$ cat config.mk
export PLATFORM = sky130hd
export DESIGN_NAME = mem_tid_allocator
export DESIGN_NICKNAME = d
export VERILOG_FILES = /design/src/rtl/config_pkg.sv /design/src/rtl/mem_tid_allocator.sv
export SDC_FILE = /design/constraint.sdc
export NUM_CORES = 1
export LEC_CHECK = 0
export ABC_CLOCK_PERIOD_IN_PS = 4500
export BUFFER_PORTS_ARGS = -buffer_cell sky130_fd_sc_hd__buf_2
export CAP_MARGIN = 20
export CORE_MARGIN = 4
export CORE_UTILIZATION = 30
export CTS_BUF_LIST = sky130_fd_sc_hd__clkbuf_8 sky130_fd_sc_hd__clkbuf_16
export DETAILED_ROUTE_END_ITERATION = 16
export GPL_TIMING_DRIVEN = 0
export HOLD_SLACK_MARGIN = 0.02
export PLACE_DENSITY_LB_ADDON = 0.25
export SLEW_MARGIN = 10
export SYNTH_ARGS = -nofsm -noshare
export SYNTH_HDL_FRONTEND = slang
export SYNTH_SLANG_ARGS = --single-unit
$ cat constraint.sdc
create_clock -name clk_i -period 4.5 [get_ports clk_i]
set_clock_uncertainty 0.1 [all_clocks]
set_input_delay 1.125 -clock clk_i [delete_from_list [all_inputs] [get_ports clk_i]]
set_output_delay 1.125 -clock clk_i [all_outputs]
set_load 0.01 [all_outputs]
$ cat src/rtl/config_pkg.sv
// rtl/config_pkg.sv - minimal derived core configuration used by the TID allocator
package config_pkg;

  typedef struct packed {
    int unsigned MEM_TID_WIDTH;
    int unsigned DCACHE_MAX_TX;
  } cva6_cfg_t;

  localparam cva6_cfg_t cva6_cfg_empty = '{MEM_TID_WIDTH: 32'd2, DCACHE_MAX_TX: 32'd4};

endpackage

$ cat src/rtl/mem_tid_allocator.sv
// rtl/mem_tid_allocator.sv - memory transaction ID allocator with release checking and timeouts
module mem_tid_allocator #(
  parameter config_pkg::cva6_cfg_t CVA6Cfg       = config_pkg::cva6_cfg_empty,
  parameter int unsigned           TimeoutCycles = 1024
) (
  input  logic                              clk_i,
  input  logic                              rst_ni,
  input  logic                              flush_i,
  input  logic                              alloc_req_i,
  output logic                              alloc_gnt_o,
  output logic [CVA6Cfg.MEM_TID_WIDTH-1:0]  alloc_tid_o,
  input  logic                              rel_valid_i,
  input  logic [CVA6Cfg.MEM_TID_WIDTH-1:0]  rel_tid_i,
  output logic [CVA6Cfg.MEM_TID_WIDTH:0]    outstanding_o,
  output logic                              full_o,
  output logic                              empty_o,
  output logic                              err_rel_o,
  output logic                              timeout_valid_o,
  output logic [CVA6Cfg.MEM_TID_WIDTH-1:0]  timeout_tid_o
);

  localparam int TW = CVA6Cfg.MEM_TID_WIDTH;
  localparam int N  = 1 << TW;

  logic [N-1:0]  busy_q, busy_d;
  logic [TW:0]   count_q;
  logic          err_rel_q;
  logic          gnt;
  logic [TW-1:0] free_tid;
  logic          rel_ok, rel_bad;
  logic          full;

  assign full = (count_q == (TW+1)'(N));

  // Priority search over the registered busy vector only, so a same-cycle release is never re-granted.
  always_comb begin
    free_tid = '0;
    for (int i = N - 1; i >= 0; i--) begin
      if (!busy_q[i]) free_tid = TW'(i);
    end
  end

  assign gnt     = alloc_req_i & ~full & ~flush_i;
  assign rel_ok  = rel_valid_i & ~flush_i & busy_q[rel_tid_i];
  assign rel_bad = rel_valid_i & ~flush_i & ~busy_q[rel_tid_i];

  always_comb begin
    busy_d = busy_q;
    if (rel_ok) busy_d[rel_tid_i] = 1'b0;
    if (gnt) busy_d[free_tid] = 1'b1;
    if (flush_i) busy_d = '0;
  end

  always_ff @(posedge clk_i or negedge rst_ni) begin
    if (!rst_ni) begin
      busy_q    <= '0;
      count_q   <= '0;
      err_rel_q <= 1'b0;
    end else begin
      busy_q    <= busy_d;
      err_rel_q <= rel_bad;
      if (flush_i) count_q <= '0;
      else count_q <= count_q + {{TW{1'b0}}, gnt} - {{TW{1'b0}}, rel_ok};
    end
  end

  assign alloc_gnt_o   = gnt;
  assign alloc_tid_o   = free_tid;
  assign outstanding_o = count_q;
  assign full_o        = full;
  assign empty_o       = (count_q == '0);
  assign err_rel_o     = err_rel_q;

  if (TimeoutCycles > 0) begin : g_timeout
    localparam int AW = $clog2(TimeoutCycles + 1);
    localparam logic [AW-1:0] Limit = AW'(TimeoutCycles);

    logic [AW-1:0] age_q [N];
    logic [N-1:0]  timed_out_q, pend_q, pend_d, hit, cand;
    logic          found;
    logic [TW-1:0] first;
    logic          tv_q;
    logic [TW-1:0] tt_q;

    // IDs hitting the limit together queue up in pend_q and are reported one per cycle, lowest first.
    always_comb begin
      hit = '0;
      for (int i = 0; i < N; i++) begin
        hit[i] = busy_q[i] & (age_q[i] == Limit) & ~timed_out_q[i];
      end
      cand  = pend_q | hit;
      found = |cand;
      first = '0;
      for (int i = N - 1; i >= 0; i--) begin
        if (cand[i]) first = TW'(i);
      end
      pend_d = cand;
      if (found) pend_d[first] = 1'b0;
    end

    always_ff @(posedge clk_i or negedge rst_ni) begin
      if (!rst_ni) begin
        for (int i = 0; i < N; i++) age_q[i] <= '0;
        timed_out_q <= '0;
        pend_q      <= '0;
        tv_q        <= 1'b0;
        tt_q        <= '0;
      end else if (flush_i) begin
        for (int i = 0; i < N; i++) age_q[i] <= '0;
        timed_out_q <= '0;
        pend_q      <= '0;
        tv_q        <= 1'b0;
        tt_q        <= '0;
      end else begin
        pend_q <= pend_d;
        tv_q   <= found;
        tt_q   <= first;
        for (int i = 0; i < N; i++) begin
          if (gnt && (free_tid == TW'(i))) begin
            age_q[i]       <= '0;
            timed_out_q[i] <= 1'b0;
          end else begin
            if (busy_q[i] && (age_q[i] != Limit)) age_q[i] <= age_q[i] + 1'b1;
            if (rel_ok && (rel_tid_i == TW'(i))) timed_out_q[i] <= 1'b0;
            else if (hit[i]) timed_out_q[i] <= 1'b1;
          end
        end
      end
    end

    assign timeout_valid_o = tv_q;
    assign timeout_tid_o   = tt_q;
  end else begin : g_no_timeout
    assign timeout_valid_o = 1'b0;
    assign timeout_tid_o   = '0;
  end

endmodule

Word-level counts from Yosys, hierarchy flattened
Cells that the tools add are included.
Widths: inputs -> output; s select.
{"block": "word_totals", "ff_bits": 63, "in_bits": 7, "out_inout_bits": 12, "elab_cells": 140}
{"block": "classes", "add_sub_neg": 6, "order_cmp": 6, "eq_ne": 15, "n_mux": 46, "bitwise_logic": 26, "n_reduce_logical": 27}
{"operator": "$mux 11", "n": 8}
{"operator": "$add 11x1->11 const B", "n": 4}
{"operator": "$eq 11x11->1 const B", "n": 4}
{"operator": "$mux 44", "n": 1}
{"operator": "$ne 11x11->1 const B", "n": 4}
{"operator": "$mux 4", "n": 6}
{"operator": "$mux 2", "n": 9}
{"operator": "$mux 1", "n": 17}
{"operator": "$reduce_bool 4->1", "n": 4}
{"operator": "$logic_and 1x1->1", "n": 15}
{"operator": "$and 1x1->1", "n": 13}
{"operator": "$reduce_bool 3->1", "n": 4}
{"operator": "$lt 2x3->1 const B", "n": 3}
{"operator": "$and 4x4->4", "n": 2}
{"operator": "$eq 2x2->1 const B", "n": 4}
{"operator": "$not 4->4", "n": 2}
{"operator": "$or 4x4->4", "n": 2}
{"operator": "$not 1->1", "n": 7}
{"operator": "$demux 1 s2", "n": 3}
{"operator": "$ge 2x1->1 const B", "n": 3}
{"operator": "$eq 2x1->1 const B", "n": 2}
{"operator": "$logic_not 2->1", "n": 2}
{"operator": "$reduce_or 4->1", "n": 1}
{"operator": "$add 3x1->3", "n": 1}
{"operator": "other kinds (5)", "n": 5}

Longest topological paths before layout
Gate-level depths: netlist of run 1.
{"block": "logic_depth", "ltp_word": 16, "depth_mapped": 9, "depth_no_buf": 8}

Least setup slack after synthesis of run 1
Ideal clock, no wire load.
{"block": "synth_timing", "kind": "input to register", "startpoint": "input port rel_tid_i[0]", "endpoint": "register count_q[2], in the netlist outstanding_o[2]", "setup_time_ns": 0.136, "arrival_ns": 2.776, "required_time_ns": 4.264, "path_slack_ns": 1.489, "stages": 8, "path_buffers": 0, "cell_sequence": "mux4_2 and2_1 ha_1 inv_1 ha_1 fa_1 xnor2_1 nor2_1"}
{"block": "synth_between", "elab_chain_len": 5}
{"item": "start, declared", "line_no": "mem_tid_allocator.sv:13", "source": "input logic [CVA6Cfg.MEM_TID_WIDTH-1:0] rel_tid_i,"}
{"item": "$bmux 1 s2", "line_no": "mem_tid_allocator.sv:44", "source": "assign rel_ok = rel_valid_i & ~flush_i & busy_q[rel_tid_i];"}
{"item": "$mux 1 (not written as such)", "line_no": "mem_tid_allocator.sv:44"}
{"item": "$and 1x1->1", "line_no": "mem_tid_allocator.sv:44"}
{"item": "$sub 3x1->3", "line_no": "mem_tid_allocator.sv:63", "source": "else count_q <= count_q + {{TW{1'b0}}, gnt} - {{TW{1'b0}}, rel_ok};"}
{"item": "$mux 3", "line_no": "mem_tid_allocator.sv:62", "source": "if (flush_i) count_q <= '0;"}
{"item": "end signal, assigned", "line_no": "mem_tid_allocator.sv:63"}
{"item": "end, declared", "line_no": "mem_tid_allocator.sv:26", "source": "logic [TW:0] count_q;"}
Every way passes these cells. The select of a mux whose other input is x is not followed.
A chain may end at the register's enable or synchronous reset.

Final worst setup path of run 1
{"block": "layout_timing", "startpoint": "input port flush_i", "endpoint": "output port alloc_gnt_o"}
{"block": "layout_between", "elab_chain_len": 2}
{"item": "start, declared", "line_no": "mem_tid_allocator.sv:8", "source": "input logic flush_i,"}
{"item": "$not 1->1", "line_no": "mem_tid_allocator.sv:43", "source": "assign gnt = alloc_req_i & ~full & ~flush_i;"}
{"item": "$and 1x1->1", "line_no": "mem_tid_allocator.sv:43"}
{"item": "end, declared", "line_no": "mem_tid_allocator.sv:10", "source": "output logic alloc_gnt_o,"}
Every way passes these cells.

==> results.json, run 1 <==
{
  "outcome": "complete, no violations",
  "coreArea_um2": 11000,
  "ctsLongestPathBuffers": 2,
  "ys_dominant_reg_cell": "sky130_fd_sc_hd__dfrtp_1",
  "clk_transition_reported_paths_ns": 0.05,
  "post-route-period-util": 0.692,
  "synth_top_family_by_area": "simple AND/OR/NAND/NOR gates",
  "timing.fmax_mhz": 321,
  "path_class_of_the_lowest_slack_min_delay_path": "flop to flop",
  "power.leakage_nw": 1.73,
  "grt_overflow": 0,
  "relSlewSlack": 0.611,
  "drt-initial-drc-count": 117,
  "detailed_place_hpwl_um": 4940,
  "maxCapViolations": 0,
  "worst_r2r_startpoint": "busy_q[2]",
  "ctsHoldBuffers": 0,
  "worst_hold_slack_ns": 0.439,
  "rsz0062_at_grt": "no",
  "multiInputGateArea_um2": 1740,
  "drc": 0,
  "pwr_density_cell_nw_per_um2": 355,
  "clk_root_buffer_cell": "sky130_fd_sc_hd__clkbuf_16",
  "boundaryPins": 19,
  "timing.final.setup_violations": 0,
  "htree_levels": 3,
  "die_area_um2": 13300,
  "vias_per_instance": 4.82,
  "syn-instance-count": 338,
  "die-height_um": 115,
  "fillerInstances": 1121,
  "cp.depth": 5,
  "postCtsSetupBuffers": 0,
  "yosysWarnings": 0,
  "critical_path.n_buffers_inverters": 3,
  "first_pass_grt_wire_length_um": 12300,
  "dr.pass1.iters": 4,
  "grt_pass1_vias": 2505,
  "floorplan.die.width_um": 115,
  "tritoncts": "yes",
  "initial_core_util": 0.313,
  "cells_on_worst_reg2reg_path": 9,
  "number_of_register_bits_inferred_by_synthesis": 63,
  "cts_inserted_buffers": 9,
  "critical-path-max-stage-delay_ns": 0.25,
  "tns_ns": 0,
  "largest_net_degree_at_the_start_of_global_routing": 47,
  "antenna_violations_before_repair": 0,
  "regArea_um2": 1580,
  "cp-end-kind": "output pin",
  "setup_slack_ns": 1.38,
  "clk_latency_ns": 0.32,
  "crit_end": "alloc_gnt_o",
  "crit_arrival_ns": 1.89,
  "design_power_total_w": 0.00145,
  "num_antenna_cells": 0,
  "worst_pin_slew_ns": 0.583,
  "synth_nets": 356,
  "syn_area_um2": 3450,
  "synth_compound_gate_area_share": 0.0840,
  "timing.final.hold_violations": 0,
  "syn-mean-instance-area_um2": 10.2,
  "ys_seq_area_frac": 0.456,
  "buffers_on_ports": 18,
  "layout_common_cells": "sky130_fd_sc_hd__dfrtp_1, sky130_fd_sc_hd__nor2_1, sky130_fd_sc_hd__inv_1, sky130_fd_sc_hd__xnor2_1, sky130_fd_sc_hd__buf_2",
  "wl_um": 6890,
  "cp_required_ns": 3.27,
  "timing.rr.end": "outstanding_o[2]",
  "synthArstFlopShare": 1.00,
  "crit_path_start_kind": "primary input",
  "worstSetupPathType": "primary input to output pin",
  "layout-drive-gt1-share": 0.180,
  "final_core_util": 0.369,
  "crit_path_frequent_cell": "sky130_fd_sc_hd__buf_2",
  "synth-adder-area-share": 0.0420,
  "fp-row-count": 38,
  "clock_sink_count": 63,
  "number_of_pins_with_negative_max_slew_slack_in_the_final_report": 0,
  "via_total_after_detailed_routing": 2473,
  "synth_xor_xnor_area_share": 0.0963,
  "synth_cell_type_count": 52,
  "r2r_setup_slack_ns": 1.89,
  "worstPathCellList": "buf_2 -> nor2b_1 -> nand2_2 -> inv_1 -> buf_2",
  "crit_family": "simple AND/OR/NAND/NOR gates",
  "layout.cells.most_common": "sky130_fd_sc_hd__dfrtp_1",
  "nNetsFinal": 386,
  "gr-usage-all-layers": 0.116,
  "crit_start": "flush_i",
  "timing.critical_path.fanout_max": 6,
  "post_cts.resized_instances": 0,
  "synth_enable_flop_cells": 0,
  "vdd_ir_drop_max_mv": 0.167,
  "fin_crit_ns": 3.12,
  "yosys.area_share.simple": 0.261,
  "syn2layout_area_growth_pct": 18.0,
  "number_of_routed_nets_with_antenna_violations": 0,
  "critical_path.slowest_cell": "sky130_fd_sc_hd__nor2b_1",
  "wl_per_cell_um": 13.4,
  "mux_contribution_to_synthesized_area": 0.0181,
  "globalplace.congestion": 0.742,
  "pre_cts_ws_ns": 1.21
}
## registers in the layout, indices dropped and copies added, names as in the netlist
name,flops
busy_q,4
timeout_tid_o,2
timeout_valid_o,1
g_timeout.pend_q,4
outstanding_o,3
g_timeout.timed_out_q,4
g_timeout.age_q,44
err_rel_o,1
## power by group
group          switching [W]  internal (W)
combinational      0.0000702     0.0000446
clock               0.000238      0.000510
sequential        0.00000883      0.000577
total               0.000317       0.00113
## kinds of logic (layout without fill, tap and decap cells)
kind of cell             count (synthesis)  in the layout
AO/OA/AOI/OAI                           34             34
buffers and inverters                   34             69
other                                    1              1
multiplexers                             5              5
XOR/XNOR                                38             38
adder cells (fa/ha/maj)                 11             11
flip-flops                              63             63
AND/OR/NAND/NOR                        152            152
## how the worst min path moves through the flow
stage | end | slack [ns] | startpoint | depth (start not counted)
final | g_timeout.age_q[43] | 0.44 | g_timeout.age_q[43] | 2
after global routing | timeout_tid_o[0] | 0.46 | g_timeout.pend_q[0] | 3
after CTS | timeout_tid_o[0] | 0.45 | g_timeout.pend_q[0] | 3
after detailed placement | g_timeout.age_q[43] | 0.43 | g_timeout.age_q[43] | 2
after global placement | g_timeout.age_q[21] | 0.42 | g_timeout.age_q[21] | 2
after floorplan | timeout_tid_o[0] | 0.39 | g_timeout.pend_q[0] | 3
## per-layer routing
layer | vias to the layer above | global-route usage | share of wire
met2 | 27 | 0.175 | 0.45
met4 | 0 | 0.0376 | 0.013
met3 | 8 | 0.0311 | 0.032
met1 | 1213 | 0.162 | 0.51
met5 | - | 0 | 0
li1 | 1225 | - | -
## per-stage QoR
stage | area [um2] | std cells
floorplan | 3450 | 338
global placement | 3720 | 496
CTS | 4080 | 513
global route | 4080 | 513
detailed placement | 3750 | 497
finish | 4080 | 513
## synth_stat cells, drive strengths merged, types with 2 or more instances
cell,instances,area [um2]
a21oi,11,55.1
ha,10,125
inv,25,93.8
nor2b,8,50.1
and4,7,61.3
nor3,14,75.1
and2,3,23.8
dfrtp,63,1580
nor4b,3,53.8
nand4,14,93.8
nand2,18,70.1
or3,3,18.8
and4bb,2,25.0
a41oi,7,95.1
o31ai,2,25.0
nand2b,3,18.8
a311o,2,21.3
xor2,14,123
a21o,2,15.0
and3,4,25.0
xnor2,24,210
mux2i,4,40.0
nand3,10,55.1
nor2,53,199
nor4,6,73.8
buf,9,48.8
a211oi,3,32.5
a31oi,4,25.0
## worst reg2reg max path, delay by kind of cell (launching register included)
kind	cells	cell delay (ns)
XOR/XNOR	1	0.16
adder cells (fa/ha/maj)	3	0.82
buffers and inverters	2	0.25
flip-flops	1	0.44
multiplexers	1	0.49
AND/OR/NAND/NOR	2	0.21
## cell type report
class	instances	area share
Buffer	9	0.0120
Clock buffer	11	0.0620
Clock inverter	5	0.0178
Inverter	25	0.0230
Multi-Input combinational cell	241	0.426
Sequential cell	63	0.387
Tap cell	140	0.0430
Timing Repair Buffer	19	0.0295
Power figures use the tool's default switching activity.
==> run 2: changes to the inputs <==
ABC_AREA = 1   (was unset)
ABC_CLOCK_PERIOD_IN_PS = 3000   (was 4500)
clock period = 3 ns   (was 4.5 ns; I/O delays follow)
==> results.json, run 2 <==
{
  "worstSetupPathType": "primary input to flop",
  "post-route-period-util": 0.803,
  "antenna_violations_before_repair": 0,
  "floorplan.die.width_um": 119,
  "synth.most_common_cell": "sky130_fd_sc_hd__nand2_1",
  "syn-instance-count": 529,
  "vias_per_instance": 4.51,
  "ys_seq_area_frac": 0.423,
  "dr.pass1.iters": 4,
  "placed_area_um2": 4050,
  "crit_path_frequent_cell": "sky130_fd_sc_hd__inv_1",
  "busiest_layer": "met2",
  "cts_inserted_buffers": 9,
  "layout_common_cells": "sky130_fd_sc_hd__nand2_1, sky130_fd_sc_hd__inv_1, sky130_fd_sc_hd__nor2_1, sky130_fd_sc_hd__dfrtp_1, sky130_fd_sc_hd__nand3_1",
  "met1_usage": 0.168,
  "largest_net_degree_at_the_start_of_global_routing": 34,
  "synth.largest_area_cell": "sky130_fd_sc_hd__dfrtp_1",
  "maxCapViolations": 0,
  "cp_required_ns": 3.10,
  "number_of_pins_with_negative_max_slew_slack_in_the_final_report": 0,
  "power.leakage_nw": 2.11,
  "gr-usage-all-layers": 0.123,
  "setup_slack_ns": 0.591,
  "largest_reg_flops": 44,
  "drt-initial-drc-count": 113,
  "worst_r2r_startpoint": "busy_q[3]",
  "buffers_on_ports": 18,
  "htree_levels": 3,
  "wl_per_cell_um": 11.2,
  "nNetsFinal": 577,
  "syn_area_um2": 3720,
  "grt_pass1_vias": 3127,
  "clock_sink_count": 63,
  "final_area_um2": 4420,
  "final_core_util": 0.366,
  "worst_pin_slew_ns": 0.559,
  "layout-drive-gt1-share": 0.106,
  "timing.final.hold_violations": 0,
  "initial_core_util": 0.309,
  "regArea_um2": 1580,
  "critical_path.slowest_cell": "sky130_fd_sc_hd__fa_1",
  "clk_transition_reported_paths_ns": 0.06,
  "detailed_place_hpwl_um": 6140,
  "design_power_total_w": 0.00230,
  "num_antenna_cells": 0,
  "timing.critical_path.fanout_max": 4,
  "crit_path_start_kind": "primary input",
  "tns_ns": 0,
  "synth_nets": 547,
  "clk_root_buffer_cell": "sky130_fd_sc_hd__clkbuf_16",
  "synthArstFlopShare": 1.00,
  "number_of_routed_nets_with_antenna_violations": 0,
  "fillerInstances": 1262,
  "timing.rr.end": "outstanding_o[2]",
  "crit_arrival_ns": 2.51,
  "die-height_um": 119,
  "multiInputGateArea_um2": 1770,
  "largest_register": "g_timeout.age_q",
  "fp-row-count": 40,
  "critical_path.n_buffers_inverters": 4,
  "coreArea_um2": 12100,
  "cp-end-kind": "flop",
  "pwr_density_cell_nw_per_um2": 521,
  "number_of_register_bits_inferred_by_synthesis": 63,
  "via_total_after_detailed_routing": 3302,
  "yosys-top-cells-count": "sky130_fd_sc_hd__nand2_1, sky130_fd_sc_hd__inv_1, sky130_fd_sc_hd__nor2_1",
  "syn2layout_area_growth_pct": 18.6,
  "crit_family": "adder cells",
  "drc": 0,
  "globalplace.congestion": 0.811,
  "r2r_setup_slack_ns": 0.74,
  "synth.top_cell.area_share": 0.423,
  "yosysWarnings": 0,
  "post_cts.resized_instances": 0,
  "timing.fmax_mhz": 415,
  "die_area_um2": 14300,
  "tritoncts": "yes",
  "synth_cell_type_count": 33,
  "boundaryPins": 19,
  "timing.final.setup_violations": 0,
  "postCtsSetupBuffers": 0,
  "outcome": "complete, no violations",
  "grt_overflow": 0,
  "rsz0062_at_grt": "no",
  "ctsLongestPathBuffers": 2,
  "first_pass_grt_wire_length_um": 14500,
  "path_class_of_the_lowest_slack_min_delay_path": "primary input to asynchronous set/reset pin",
  "ctsHoldBuffers": 0,
  "synthTopCellsByArea": "sky130_fd_sc_hd__dfrtp_1, sky130_fd_sc_hd__nand2_1, sky130_fd_sc_hd__inv_1",
  "gr_met3_demand_resource": 0.0204,
  "vdd_ir_drop_max_mv": 0.279,
  "fin_crit_ns": 2.41,
  "grt_use_met2": 0.194,
  "cells_on_worst_reg2reg_path": 10,
  "wl_um": 8180,
  "pre_cts_ws_ns": 0.192,
  "syn-mean-instance-area_um2": 7.04,
  "cp.depth": 11,
  "worstPathCellList": "buf_2 -> inv_1 -> nor2_1 -> a21oi_1 -> a21boi_0 -> ha_1 -> inv_1 -> ha_1 -> fa_1 -> inv_1 -> nor2_1",
  "clk_latency_ns": 0.33,
  "ys_dominant_reg_cell": "sky130_fd_sc_hd__dfrtp_1",
  "synth_enable_flop_cells": 0,
  "relSlewSlack": 0.628,
  "critical-path-max-stage-delay_ns": 0.40,
  "layout.cells.most_common": "sky130_fd_sc_hd__nand2_1"
}
[run 2: cell type report]
type	instances	area share
Inverter	89	0.0756
Buffer	9	0.0102
Clock inverter	7	0.0329
Timing Repair Buffer	19	0.0255
Clock buffer	9	0.0510
Multi-Input combinational cell	368	0.400
Sequential cell	63	0.357
Tap cell	168	0.0476
[run 2: metal layers]
metal,up-vias,share of wire
met2,41,0.45
li1,1726,-
met1,1524,0.50
met4,0,0.018
met3,11,0.024
met5,-,0
[run 2: metrics by stage]
| stage | instances | hold slack [ns] |
|---|---|---|
| 3_5_place_dp | 716 | 0.427 |
| 6_report | 732 | 0.240 |
| 2_1_floorplan | 529 | 0.354 |
| 3_3_place_gp | 715 | 0.405 |
| 4_1_cts | 732 | 0.254 |
| 5_1_grt | 732 | 0.275 |
[run 2: worst max path at each step]
stage	startpoint	endpoint	slack (ns)
after floorplan	rel_tid_i[0]	outstanding_o[2]	0.61
after global placement	rel_tid_i[1]	outstanding_o[1]	0.22
after detailed placement	rel_tid_i[1]	outstanding_o[1]	0.19
after CTS	rel_tid_i[1]	outstanding_o[1]	0.54
after global routing	rel_tid_i[1]	outstanding_o[1]	0.37
final	rel_tid_i[1]	outstanding_o[1]	0.59
[run 2: report_power, final]
group,switching [W],leakage (nW),internal (W)
clock,0.000394,0.176,0.000898
combinational,0.000103,1.06,0.0000418
sequential,0.00000657,0.874,0.000860
[run 2: logic make-up after synthesis]
family                     Yosys count  share of synthesized area
AOI/OAI and AO/OA                   55                     0.0806
xor gates and xnor gates             6                     0.0141
adders and majority gates           11                     0.0390
buffers and inverters               98                      0.102
DFF                                 63                      0.423
other                                1                    0.00101
and+or+nand+nor                    295                      0.340
[run 2: worst reg2reg max path: cells and delay by family, from the launching register on]
family,cells,cell delay (ns)
adders and majority gates,3,0.87
AOI/OAI and AO/OA,4,0.52
buffers and inverters,2,0.18
and+or+nand+nor,1,0.06
DFF,1,0.43
==> run 3: changes to the inputs <==
ABC_CLOCK_PERIOD_IN_PS = 2300   (was 3000)
clock period = 2.3 ns   (was 3 ns; I/O delays follow)
==> results.json, run 3 (synthesized netlist as in run 2, its figures left out) <==
{
  "outcome": "complete, no violations",
  "layout_common_cells": "sky130_fd_sc_hd__nand2_1, sky130_fd_sc_hd__inv_1, sky130_fd_sc_hd__nor2_1, sky130_fd_sc_hd__dfrtp_1, sky130_fd_sc_hd__nand3_1",
  "wl_per_cell_um": 11.2,
  "vias_per_instance": 4.51,
  "htree_levels": 3,
  "crit_start": "busy_q[3]",
  "layout-drive-gt1-share": 0.112,
  "worstPathCellList": "inv_2 -> nor2_1 -> a21oi_1 -> a21boi_2 -> ha_1 -> inv_1 -> ha_1 -> fa_1 -> o21ai_1 -> a21oi_1",
  "number_of_routed_nets_with_antenna_violations": 0,
  "dr.pass1.iters": 4,
  "clock_sink_count": 63,
  "boundaryPins": 19,
  "initial_core_util": 0.309,
  "wl_um": 8230,
  "die_area_um2": 14300,
  "cp.depth": 10,
  "clk_transition_reported_paths_ns": 0.06,
  "worstSetupPathType": "flop to flop",
  "path_class_of_the_lowest_slack_min_delay_path": "primary input to asynchronous set/reset pin",
  "post-place-cells": 716,
  "fp-row-count": 40,
  "clk_root_buffer_cell": "sky130_fd_sc_hd__clkbuf_16",
  "die-height_um": 119,
  "pwr_density_cell_nw_per_um2": 679,
  "drc": 0,
  "r2r_setup_slack_ns": 0.13,
  "timing.rr.end": "outstanding_o[2]",
  "cts_inserted_buffers": 9,
  "critical_path.slowest_cell": "sky130_fd_sc_hd__dfrtp_1",
  "nNetsFinal": 577,
  "crit_end": "outstanding_o[2]",
  "cells_on_worst_reg2reg_path": 10,
  "timing.final.hold_violations": 0,
  "floorplan.die.width_um": 119,
  "largest_register": "g_timeout.age_q",
  "antenna_violations_before_repair": 0,
  "drt-initial-drc-count": 112,
  "final-instance-count-excl-fill": 732,
  "globalplace.congestion": 0.811,
  "postCtsSetupBuffers": 0,
  "post-route-period-util": 0.945,
  "critical-path-max-stage-delay_ns": 0.44,
  "ctsLongestPathBuffers": 2,
  "num_antenna_cells": 0,
  "timing.fmax_mhz": 460,
  "clk_latency_ns": 0.33,
  "grt_pass1_vias": 3127,
  "syn2layout_area_growth_pct": 18.9,
  "worst_r2r_startpoint": "busy_q[3]",
  "layout.cells.most_common": "sky130_fd_sc_hd__nand2_1",
  "largest_reg_flops": 44,
  "maxCapViolations": 0,
  "setup_slack_ns": 0.126,
  "timing.critical_path.fanout_max": 5,
  "via_total_after_detailed_routing": 3302,
  "crit_arrival_ns": 2.28,
  "gr-usage-all-layers": 0.123,
  "vdd_ir_drop_max_mv": 0.360,
  "critical_path.n_buffers_inverters": 2,
  "worst_hold_slack_ns": 0.0678,
  "tritoncts": "yes",
  "number_of_pins_with_negative_max_slew_slack_in_the_final_report": 0,
  "coreArea_um2": 12100,
  "crit_family": "adder cells",
  "power.leakage_nw": 2.11,
  "ctsHoldBuffers": 0,
  "timing.final.setup_violations": 0,
  "cp_required_ns": 2.41,
  "relSlewSlack": 0.623,
  "largest_net_degree_at_the_start_of_global_routing": 34,
  "cp-end-kind": "flop",
  "post_cts.resized_instances": 0,
  "worst_pin_slew_ns": 0.566,
  "grt_overflow": 0,
  "fin_crit_ns": 2.17,
  "buffers_on_ports": 18,
  "first_pass_grt_wire_length_um": 14500,
  "pre_cts_ws_ns": -0.333,
  "detailed_place_hpwl_um": 6140,
  "crit_path_start_kind": "flop",
  "design_power_total_w": 0.00300
}
run 3: per-layer routing:
layer	GRT usage	vias to the layer above	share of wire
met5	0	-	0
met4	0.0494	0	0.015
met3	0.0204	9	0.022
met2	0.194	38	0.45
met1	0.168	1529	0.51
li1	-	1726	-
run 3: per-stage QoR:
stage / util / setup TNS [ns] / area [um2]
6_report: 0.367 / 0 / 4430
5_1_grt: 0.367 / -0.000565 / 4430
4_1_cts: 0.366 / 0 / 4420
3_5_place_dp: 0.335 / -0.639 / 4050
3_3_place_gp: 0.334 / -0.590 / 4020
2_1_floorplan: - / 0 / 3720
run 3: cell type report:
class,count,area (um2)
clock inverters,7,145
inverters,89,334
fillers,1265,7640
plain buffers,9,45.0
multi-input cells,368,1780
flip-flops and latches,63,1580
repair buffers,19,113
clock buffers,9,225
well taps,168,210
run 3: worst min path at each step:
| stage | to | slack [ns] | cells after the start |
|---|---|---|---|
| after floorplan | busy_q[0] | 0.18 | 0 |
| after global placement | g_timeout.timed_out_q[3] | 0.40 | 1 |
| after detailed placement | g_timeout.age_q[41] | 0.43 | 2 |
| after CTS | g_timeout.age_q[24] | 0.08 | 1 |
| after global routing | g_timeout.age_q[24] | 0.10 | 1 |
| final | g_timeout.age_q[24] | 0.07 | 1 |
run 3: worst register-to-register path, stage by stage (launching register included):
cell                       delay, ns
sky130_fd_sc_hd__dfrtp_1        0.44
sky130_fd_sc_hd__inv_2          0.11
sky130_fd_sc_hd__nor2_1         0.05
sky130_fd_sc_hd__a21oi_1        0.19
sky130_fd_sc_hd__a21boi_2       0.11
sky130_fd_sc_hd__ha_1           0.28
sky130_fd_sc_hd__inv_1          0.04
sky130_fd_sc_hd__ha_1           0.18
sky130_fd_sc_hd__fa_1           0.38
sky130_fd_sc_hd__o21ai_1        0.14
sky130_fd_sc_hd__a21oi_1        0.05
run 3: where the power goes:
| part | switching, W | internal [W] | total (W) | leakage (nW) |
|---|---|---|---|---|
| Sequential | 0.00000851 | 0.00112 | 0.00113 | 0.874 |
| Combinational | 0.000136 | 0.0000552 | 0.000191 | 1.06 |
| Clock | 0.000511 | 0.00117 | 0.00168 | 0.176 |
